`src/rtl/mem_unit_arb_if.sv`:
```
// mem_unit_arb_if -- request/response bundle between the two requesters
// (instruction fetch and data/control port) and the shared memory arbiter.
//
//   if_req / if_addr             fetch read request and address
//   if_gnt / if_rvalid / if_rdata fetch grant, read-valid and read data
//   dm_req / dm_we / dm_addr / dm_wdata   data-port request
//   dm_gnt / dm_rvalid / dm_rdata         data-port grant and read response
//   err / err_addr               sticky out-of-range flag and first bad address
//
// slave  : seen by the arbiter
// master : seen by the requesters (or a testbench)
interface mem_unit_arb_if #(
   parameter int DATA_W = 16,
   parameter int ADDR_W = 8
);
   logic              if_req;
   logic [ADDR_W-1:0] if_addr;
   logic              if_gnt;
   logic              if_rvalid;
   logic [DATA_W-1:0] if_rdata;

   logic              dm_req;
   logic              dm_we;
   logic [ADDR_W-1:0] dm_addr;
   logic [DATA_W-1:0] dm_wdata;
   logic              dm_gnt;
   logic              dm_rvalid;
   logic [DATA_W-1:0] dm_rdata;

   logic              err;
   logic [ADDR_W-1:0] err_addr;

   modport slave (
      input  if_req, if_addr,
      input  dm_req, dm_we, dm_addr, dm_wdata,
      output if_gnt, if_rvalid, if_rdata,
      output dm_gnt, dm_rvalid, dm_rdata,
      output err, err_addr
   );

   modport master (
      output if_req, if_addr,
      output dm_req, dm_we, dm_addr, dm_wdata,
      input  if_gnt, if_rvalid, if_rdata,
      input  dm_gnt, dm_rvalid, dm_rdata,
      input  err, err_addr
   );
endinterface

```
`src/rtl/mem_unit_arb.sv`:
```
// mem_unit_arb -- single-ported memory shared by an instruction-fetch read
// port and a data read/write port.  One access per cycle; grants are
// combinational, reads return one cycle after the grant.
//
// Parameters
//   DATA_W   word width
//   ADDR_W   address width
//   DEPTH    implemented words (1 .. 2**ADDR_W); higher addresses are errors
//   ARB_MODE 0 = data port always wins a conflict, 1 = round-robin
// Ports
//   CLK100MHZ  system clock (rising edge)
//   RST_N      asynchronous active-low reset
//   bus        mem_unit_arb_if.slave: requests in, grants/read data/err out
module mem_unit_arb #(
   parameter int DATA_W   = 16,
   parameter int ADDR_W   = 8,
   parameter int DEPTH    = 256,
   parameter int ARB_MODE = 0
) (
   input  logic          CLK100MHZ,
   input  logic          RST_N,
   mem_unit_arb_if.slave bus
);

   localparam int              IDX_W   = (DEPTH > 1) ? $clog2(DEPTH) : 1;
   localparam logic [ADDR_W:0] DEPTH_L = (ADDR_W + 1)'(DEPTH);

   // storage: no reset, registered read
   logic [DATA_W-1:0] mem [DEPTH];
   logic [DATA_W-1:0] rd_raw_reg;

   // arbiter and response state
   logic              last_dm_reg;     // 1 = data port had the most recent grant
   logic              if_rvalid_reg;
   logic              dm_rvalid_reg;
   logic              rd_zero_reg;     // pending read was out of range
   logic [DATA_W-1:0] if_hold_reg;
   logic [DATA_W-1:0] dm_hold_reg;
   logic              err_reg;
   logic [ADDR_W-1:0] err_addr_reg;

   logic              if_gnt;
   logic              dm_gnt;
   logic              acc_en;
   logic              acc_we;
   logic              acc_in_range;
   logic [ADDR_W-1:0] acc_addr;
   logic [IDX_W-1:0]  acc_idx;
   logic              wr_en;
   logic              rd_en;
   logic [DATA_W-1:0] rd_word;

   // Grants are gated by RST_N so nothing is granted while reset is held.
   always_comb begin
      if_gnt = 1'b0;
      dm_gnt = 1'b0;
      if (RST_N) begin
         if (bus.dm_req && bus.if_req) begin
            if (ARB_MODE == 0) begin
               dm_gnt = 1'b1;
            end else begin
               // round-robin: whoever did not win last time wins now
               dm_gnt = !last_dm_reg;
               if_gnt = last_dm_reg;
            end
         end else begin
            dm_gnt = bus.dm_req;
            if_gnt = bus.if_req;
         end
      end
   end

   assign acc_en       = if_gnt | dm_gnt;
   assign acc_we       = dm_gnt & bus.dm_we;
   assign acc_addr     = dm_gnt ? bus.dm_addr : bus.if_addr;
   assign acc_in_range = ({1'b0, acc_addr} < DEPTH_L);
   assign acc_idx      = acc_addr[IDX_W-1:0];
   // out-of-range accesses never touch the array
   assign wr_en        = acc_we & acc_in_range;
   assign rd_en        = acc_en & !acc_we & acc_in_range;

   always_ff @(posedge CLK100MHZ) begin
      if (wr_en) begin
         mem[acc_idx] <= bus.dm_wdata;
      end
      if (rd_en) begin
         rd_raw_reg <= mem[acc_idx];
      end
   end

   assign rd_word = rd_zero_reg ? '0 : rd_raw_reg;

   always_ff @(posedge CLK100MHZ or negedge RST_N) begin
      if (!RST_N) begin
         last_dm_reg   <= 1'b0;
         if_rvalid_reg <= 1'b0;
         dm_rvalid_reg <= 1'b0;
         rd_zero_reg   <= 1'b0;
         if_hold_reg   <= '0;
         dm_hold_reg   <= '0;
         err_reg       <= 1'b0;
         err_addr_reg  <= '0;
      end else begin
         if (acc_en) begin
            last_dm_reg <= dm_gnt;
         end
         // the fetch port only ever reads
         if_rvalid_reg <= if_gnt;
         dm_rvalid_reg <= dm_gnt & !bus.dm_we;
         if (acc_en && !acc_we) begin
            rd_zero_reg <= !acc_in_range;
         end
         // remember the word being presented so rdata holds once rvalid drops
         if (if_rvalid_reg) begin
            if_hold_reg <= rd_word;
         end
         if (dm_rvalid_reg) begin
            dm_hold_reg <= rd_word;
         end
         if (acc_en && !acc_in_range) begin
            err_reg <= 1'b1;
            if (!err_reg) begin
               err_addr_reg <= acc_addr;
            end
         end
      end
   end

   assign bus.if_gnt    = if_gnt;
   assign bus.dm_gnt    = dm_gnt;
   assign bus.if_rvalid = if_rvalid_reg;
   assign bus.dm_rvalid = dm_rvalid_reg;
   assign bus.if_rdata  = if_rvalid_reg ? rd_word : if_hold_reg;
   assign bus.dm_rdata  = dm_rvalid_reg ? rd_word : dm_hold_reg;
   assign bus.err       = err_reg;
   assign bus.err_addr  = err_addr_reg;

endmodule
```
`src/flat_wrapper.sv`:
```
// flat-port wrapper written by rule: the top's interface ports become plain ports
module mem_unit_arb_flat 
#(
   parameter int DATA_W   = 16,
   parameter int ADDR_W   = 8,
   parameter int DEPTH    = 256,
   parameter int ARB_MODE = 0
)
  (CLK100MHZ, RST_N, bus_if_req, bus_if_addr, bus_dm_req, bus_dm_we, bus_dm_addr, bus_dm_wdata, bus_if_gnt, bus_if_rvalid, bus_if_rdata, bus_dm_gnt, bus_dm_rvalid, bus_dm_rdata, bus_err, bus_err_addr);
  mem_unit_arb_if #(.DATA_W(DATA_W), .ADDR_W(ADDR_W)) bus_i ();
  input  logic CLK100MHZ;
  input  logic RST_N;
  input wire logic [$bits(bus_i.if_req)-1:0] bus_if_req;
  input wire logic [$bits(bus_i.if_addr)-1:0] bus_if_addr;
  input wire logic [$bits(bus_i.dm_req)-1:0] bus_dm_req;
  input wire logic [$bits(bus_i.dm_we)-1:0] bus_dm_we;
  input wire logic [$bits(bus_i.dm_addr)-1:0] bus_dm_addr;
  input wire logic [$bits(bus_i.dm_wdata)-1:0] bus_dm_wdata;
  output wire logic [$bits(bus_i.if_gnt)-1:0] bus_if_gnt;
  output wire logic [$bits(bus_i.if_rvalid)-1:0] bus_if_rvalid;
  output wire logic [$bits(bus_i.if_rdata)-1:0] bus_if_rdata;
  output wire logic [$bits(bus_i.dm_gnt)-1:0] bus_dm_gnt;
  output wire logic [$bits(bus_i.dm_rvalid)-1:0] bus_dm_rvalid;
  output wire logic [$bits(bus_i.dm_rdata)-1:0] bus_dm_rdata;
  output wire logic [$bits(bus_i.err)-1:0] bus_err;
  output wire logic [$bits(bus_i.err_addr)-1:0] bus_err_addr;
  assign bus_i.if_req = bus_if_req;
  assign bus_i.if_addr = bus_if_addr;
  assign bus_i.dm_req = bus_dm_req;
  assign bus_i.dm_we = bus_dm_we;
  assign bus_i.dm_addr = bus_dm_addr;
  assign bus_i.dm_wdata = bus_dm_wdata;
  assign bus_if_gnt = bus_i.if_gnt;
  assign bus_if_rvalid = bus_i.if_rvalid;
  assign bus_if_rdata = bus_i.if_rdata;
  assign bus_dm_gnt = bus_i.dm_gnt;
  assign bus_dm_rvalid = bus_i.dm_rvalid;
  assign bus_dm_rdata = bus_i.dm_rdata;
  assign bus_err = bus_i.err;
  assign bus_err_addr = bus_i.err_addr;
  mem_unit_arb #(.DATA_W(DATA_W), .ADDR_W(ADDR_W), .DEPTH(DEPTH), .ARB_MODE(ARB_MODE)) u_core (.CLK100MHZ(CLK100MHZ), .RST_N(RST_N), .bus(bus_i));
endmodule
```
`config.mk`:
```
export PLATFORM = sky130hd
export DESIGN_NAME = mem_unit_arb_flat
export DESIGN_NICKNAME = d
export VERILOG_FILES = /design/src/rtl/mem_unit_arb_if.sv /design/src/rtl/mem_unit_arb.sv /design/src/flat_wrapper.sv
export SDC_FILE = /design/constraint.sdc
export NUM_CORES = 2
export LEC_CHECK = 0
export BUFFER_PORTS_ARGS = -buffer_cell sky130_fd_sc_hd__buf_2
export CAP_MARGIN = 20
export CORE_ASPECT_RATIO = 0.8
export CORE_MARGIN = 1.5
export CORE_UTILIZATION = 40
export DETAILED_ROUTE_END_ITERATION = 6
export PLACE_DENSITY = 0.66
export REMOVE_ABC_BUFFERS = 1
export SYNTH_ARGS = -nofsm -noshare
export SYNTH_HDL_FRONTEND = slang
export SYNTH_SLANG_ARGS = --single-unit
```
`constraint.sdc`:
```
create_clock -name CLK100MHZ -period 4.6 [get_ports CLK100MHZ]
set_input_delay 0.69 -clock CLK100MHZ [delete_from_list [all_inputs] [get_ports CLK100MHZ]]
set_output_delay 0.69 -clock CLK100MHZ [all_outputs]
set_load 0.1 [all_outputs]
```
Yosys cells after proc, flatten, opt, wreduce, memory -nomap -nowiden --
Memories as Yosys holds them, arrays and structs flattened. A register that Yosys moved wholly into a read port is not among the register bits. Index checks and enable logic that the tools add are counted.
Storage, ports and cells: output and inout port bits 45, input bits 37, memories kept 1, register bits after elaboration 34, word-level logic and storage cells 21, memory bits (writable) 4096
Memory list:
- u_core.mem | words 256, width 16, read ports 1, clocked after memory_dff 1, wr ports 1, line mem_unit_arb.sv:29 | logic [DATA_W-1:0] mem [DEPTH];
Operators by class: reductions and logical operators 3, bitwise gates (word level) 4, mux-type cells 9
Operators by type and width (count):
- $mux 16 | 2
- $mux 8 | 1
- $mux 1 | 6
- $and 1x1->1 | 3
- $logic_not 1->1 | 2
- $logic_and 1x1->1 | 1
- $or 1x1->1 | 1

Longest topological paths before layout --
depth in word-level cells 6, depth in mapped cells 11, mapped depth without buffers 8

Worst setup path before layout --
Ideal clock, no wire load.
path kind input port to flip-flop, from in bus_dm_req, to mem u_core.mem[10][0] (enable), setup time 0.388 ns, buffers on the path 4, arrival time 3.199 ns, path slack 1.013 ns, data required time 4.212 ns, stages 9, cells stage by stage nand2_2 > clkinv_4 > buf_6 > o31ai_1 > clkbuf_1 > clkbuf_1 > nand2_1 > clkbuf_1 > nor2_1
On the way: cells in the longest elaborated chain, start to end 6, elaborated cells between the ends (all ways) 7, those cells by class mux: 5; bitwise: 1; reduce/logical: 1
RTL lines:
- start: declaration | line flat_wrapper.sv:15 | input wire logic [$bits(bus_i.dm_req)-1:0] bus_dm_req;
- $logic_and 1x1->1 | line mem_unit_arb.sv:58 | if (bus.dm_req && bus.if_req) begin
- $mux 1 (*) | line mem_unit_arb.sv:58
- $mux 1 (*) | line mem_unit_arb.sv:57 | if (RST_N) begin
- net bus_dm_gnt | line flat_wrapper.sv:22 | output wire logic [$bits(bus_i.dm_gnt)-1:0] bus_dm_gnt;
- $and 1x1->1 | line mem_unit_arb.sv:74 | assign acc_we = dm_gnt & bus.dm_we;
- $mux 1 | line mem_unit_arb.sv:83 | if (wr_en) begin
- $mux 1 (implied by the code) | line mem_unit_arb.sv:84 | mem[acc_idx] <= bus.dm_wdata;
- end: declaration | line mem_unit_arb.sv:29
Mark *: on every way through the listed nets, which the timed path passes. The rest lies on a longest branch.

Worst setup path after layout --
from in RST_N, to reg u_core.rd_raw_reg[10] (read register of u_core.mem), data pin
On the way: cells in the longest elaborated chain, start to end 4, elaborated cells between the ends (all ways) 7, those cells by class mux: 3; bitwise: 3; reduce/logical: 1
RTL lines:
- start: declaration | line flat_wrapper.sv:12 | input logic RST_N;
- $mux 1 | line mem_unit_arb.sv:57
- $and 1x1->1 | line mem_unit_arb.sv:74
- $logic_not 1->1 | line mem_unit_arb.sv:80 | assign rd_en = acc_en & !acc_we & acc_in_range;
- $and 1x1->1 | line mem_unit_arb.sv:80
- end: declaration | line mem_unit_arb.sv:30 | logic [DATA_W-1:0] rd_raw_reg;
Several ways; a longest one is shown, not always the timed one.

==> impl_metrics.json <==
{
  "place_congestion": 0.920,
  "initialDrtViolationCount": 14500,
  "slew_headroom": 0.183,
  "drt.antenna.violating_nets": 0,
  "floorplan.core_area_mm2": 0.379,
  "synthesis.instances": 8588,
  "syn2layout_area_growth_pct": 15.1,
  "path_common_cell": "buf_4",
  "timing.critical_path.slowest_stage_cell": "o41ai_1",
  "drc": 0,
  "grt.overflow.total": 0,
  "hold-worst-slack_ns": 0.127,
  "die_w_um": 693,
  "clock_skew_ns": 0.0922,
  "final-instance-count-excl-fill": 14500,
  "tritoncts": "yes",
  "layout_worst_path_cycle_share": 0.975,
  "clk_lat_worst_skew_ns": 0.94,
  "run_status": "complete, no violations",
  "fmax_mhz": 223,
  "final.min_clock_period_ns": 4.49,
  "worst_hold_path_type": "in2async",
  "vias": 89700,
  "worst_setup_path_end_kind": "flip-flop",
  "setup_violations": 0,
  "dpl.cell_count": 13700,
  "ctsRootBufferMaster": "clkbuf_16",
  "proportion_of_layout_cells_with_a_drive_suffix_above_1": 0.149,
  "die_area_mm2": 0.385,
  "power.net_switching_mw": 17.7,
  "core.rowCount": 202,
  "initial_core_util": 0.402,
  "critical_path_arrival_ns": 5.14,
  "clk_transition_reported_paths_ns": 0.06,
  "netlist-cell-type-count": 36,
  "design_power_total_mw": 78.2,
  "firstDrtPassIters": 6,
  "cells_along_the_critical_path": "buf_2 -> nand2_2 -> clkinv_4 -> o21ai_4 -> buf_4 -> buf_12 -> a22oi_1 -> a21oi_1 -> o41ai_1 -> buf_4 -> a41oi_1 -> or4_1",
  "synth-seq-area-share": 0.816,
  "power.share.sequential": 0.533,
  "design.final.nets": 9170,
  "h-tree-depth": 5,
  "max_slew.worst_pin.slew_ns": 1.23,
  "vdd.ir_drop.worst_mv": 0.456,
  "synth.cell_area_mm2": 0.152,
  "ys.warnings.count": 0,
  "timing.critical_path.from_type": "input pin",
  "power_switching_share": 0.226,
  "critical_path_class": "in2reg",
  "syn_avg_cell_area_um2": 17.8,
  "synth-seq-cells": 4146,
  "port-buffer-count": 72,
  "power-per-cell-area_mw_per_mm2": 446,
  "drv.max_cap_violation_count": 0,
  "top_register": "u_core.mem",
  "drv_slew": 0,
  "post-route-worst-setup-slack_ns": 0.113,
  "grt_max_degree": 174,
  "p_clk_frac": 0.403,
  "globalRouteTotalUtil": 0.221,
  "clock-sinks": 4146,
  "viasPerCell": 6.21,
  "finalHoldViolCount": 0,
  "routed_wl_um": 443000,
  "rsz0062_at_grt": "no",
  "critical_path_peak_fanout": 127,
  "grt_first_pass_wirelength_um": 625000,
  "grt_antenna_before_repair": 46,
  "cp.required_ns": 5.25,
  "grt_pass1_vias": 85300,
  "cts_buffers": 385,
  "power_report.internal_total_mw": 60.5,
  "pre_cts_slack_ns": -0.525,
  "route.detailed.wl_per_inst_um": 30.6,
  "clk_path_buf_depth": 4,
  "power.leakage_nw": 53.2,
  "cts.repair.resized": 0,
  "floorplan.io_pins": 82,
  "chipHeight_um": 555,
  "max_reg_flops": 4096,
  "dp_hpwl_um": 261000,
  "cp_slowest_stage_delay_ns": 0.99,
  "combPwrFrac": 0.065
}
-- cell type report --
cell class / count / area, um2
antenna: 18 / 45.0
tap: 4998 / 6250
timing repair buffer: 805 / 7080
inverter: 3 / 16.3
clock inverter: 224 / 2120
sequential: 4146 / 124000
multi-input combinational: 3792 / 25500
clock buffer: 469 / 10200
fill: 31200 / 203000
-- cells in the mapped netlist --
cell type  count  area share
a211o_1        1    0.000057
a21oi_1     1024       0.034
a22oi_1     2048        0.10
a31oi_1        1    0.000041
a41oi_1       64      0.0037
and3_1         2    0.000082
and3b_1        1    0.000057
buf_1         51      0.0013
buf_2        197      0.0065
buf_4         14     0.00069
buf_6         11     0.00081
clkbuf_1     382      0.0094
clkinv_4       1    0.000057
conb_1         1    0.000025
dfrtp_1       34      0.0056
edfxtp_1    4112        0.81
inv_1          2    0.000049
mux2_2        32      0.0024
nand2_1       17     0.00042
nand2_2        1    0.000041
nand2b_1      10     0.00041
nand3_1       21     0.00069
nand3b_1       4     0.00020
nand4_1        1    0.000041
nand4b_1       2     0.00011
nor2_1       257      0.0063
o21a_1         5     0.00025
o21ai_0        5     0.00016
o21ai_2        3     0.00017
o31a_1         1    0.000057
o31a_2         1    0.000066
o31ai_1        4     0.00020
o41ai_1      256       0.015
or2_2          1    0.000041
or3_1          5     0.00021
or4_1         16     0.00079
-- through the flow --
stage,util,TNS (ns),area [um2]
after floorplan,-,-,150000
after global placement,0.431,-4.00,163000
after detailed placement,0.431,-3.79,163000
after CTS,0.463,0,175000
after global routing,0.463,0,175000
final,0.463,0,175000
-- worst max-delay path: cells and delay by family --
kind / cells / cell delay, ns
buffers and inverters: 5 / 1.26
AND/OR/NAND/NOR: 2 / 0.80
AO/OA/AOI/OAI: 5 / 2.05
-- power groups by stage --
stage               Sequential, mW  Combinational, mW  Clock [mW]
detailed placement            42.5               4.94           0
finish                        41.7               5.05        31.5
CTS                           41.7               4.96        31.7
global placement              42.5               4.85           0
floorplan                     42.4               3.79           0
global route                  41.6               5.24        33.2
-- cells by family (layout without fill, tap and decap cells) --
kind of cell | Yosys count | after routing | share of synthesized area
other | 1 | 27 | 0.0000246
flip-flops | 4146 | 4146 | 0.816
AO/OA/AOI/OAI | 3413 | 3413 | 0.154
multiplexers | 32 | 32 | 0.00236
AND/OR/NAND/NOR | 338 | 338 | 0.00941
buffers and inverters | 658 | 1501 | 0.0187
-- routing by layer --
metal,vias up,global-route usage,wire length (um)
li1,37100,-,-
met1,45700,0.318,174000
met2,6146,0.328,196000
met3,772,0.0577,56100
met4,24,0.0769,16100
met5,-,0,159
-- path summary, 6_finish.rpt --
| path | from | to | depth (start not counted) | slack [ns] |
|---|---|---|---|---|
| hold reg to reg | u_core.dm_hold_reg[1]$_DFF_PN0_ | u_core.dm_hold_reg[1]$_DFF_PN0_ | 1 | 0.49 |
| hold / removal | RST_N | u_core.dm_hold_reg[6]$_DFF_PN0_ | 2 | 0.13 |
| setup reg to reg | u_core.mem[232][10]$_DFFE_PP_ | u_core.rd_raw_reg[10]$_DFFE_PP_ | 6 | 1.38 |
| setup / recovery | RST_N | u_core.rd_raw_reg[10]$_DFFE_PP_ | 12 | 0.11 |
| min in group CLK100MHZ | bus_dm_wdata[15] | u_core.mem[22][15]$_DFFE_PP_ | 1 | 0.21 |
| max in group asynchronous | RST_N | u_core.dm_hold_reg[7]$_DFF_PN0_ | 2 | 3.75 |
-- repair_timing --
| item | in CTS | in global routing |
|---|---|---|
| setup buffers | 0 | 0 |
| endpoints found under the hold margin | 5 | 0 |
| hold buffers | 2 | 0 |
| setup endpoints to repair | 0 | 0 |
-- cells in the final DEF (no fill, tap or decap), drive strengths merged, types with 2 or more instances in the layout --
cell,instances
dfrtp,34
nor2,257
nand2,18
o41ai,256
diode,18
conb,9
mux2,32
a21oi,1024
or3,5
nand3b,4
bufinv,34
o31a,2
dlygate4sd3,2
inv,16
clkinvlp,10
nand2b,10
o31ai,4
and3,2
nand4b,2
nand3,21
buf,803
a22oi,2048
clkinv,167
a41oi,64
edfxtp,4112
or4,16
clkbuf,469
o21a,5
o21ai,8
No activity file was read; power rests on OpenSTA's default activity.
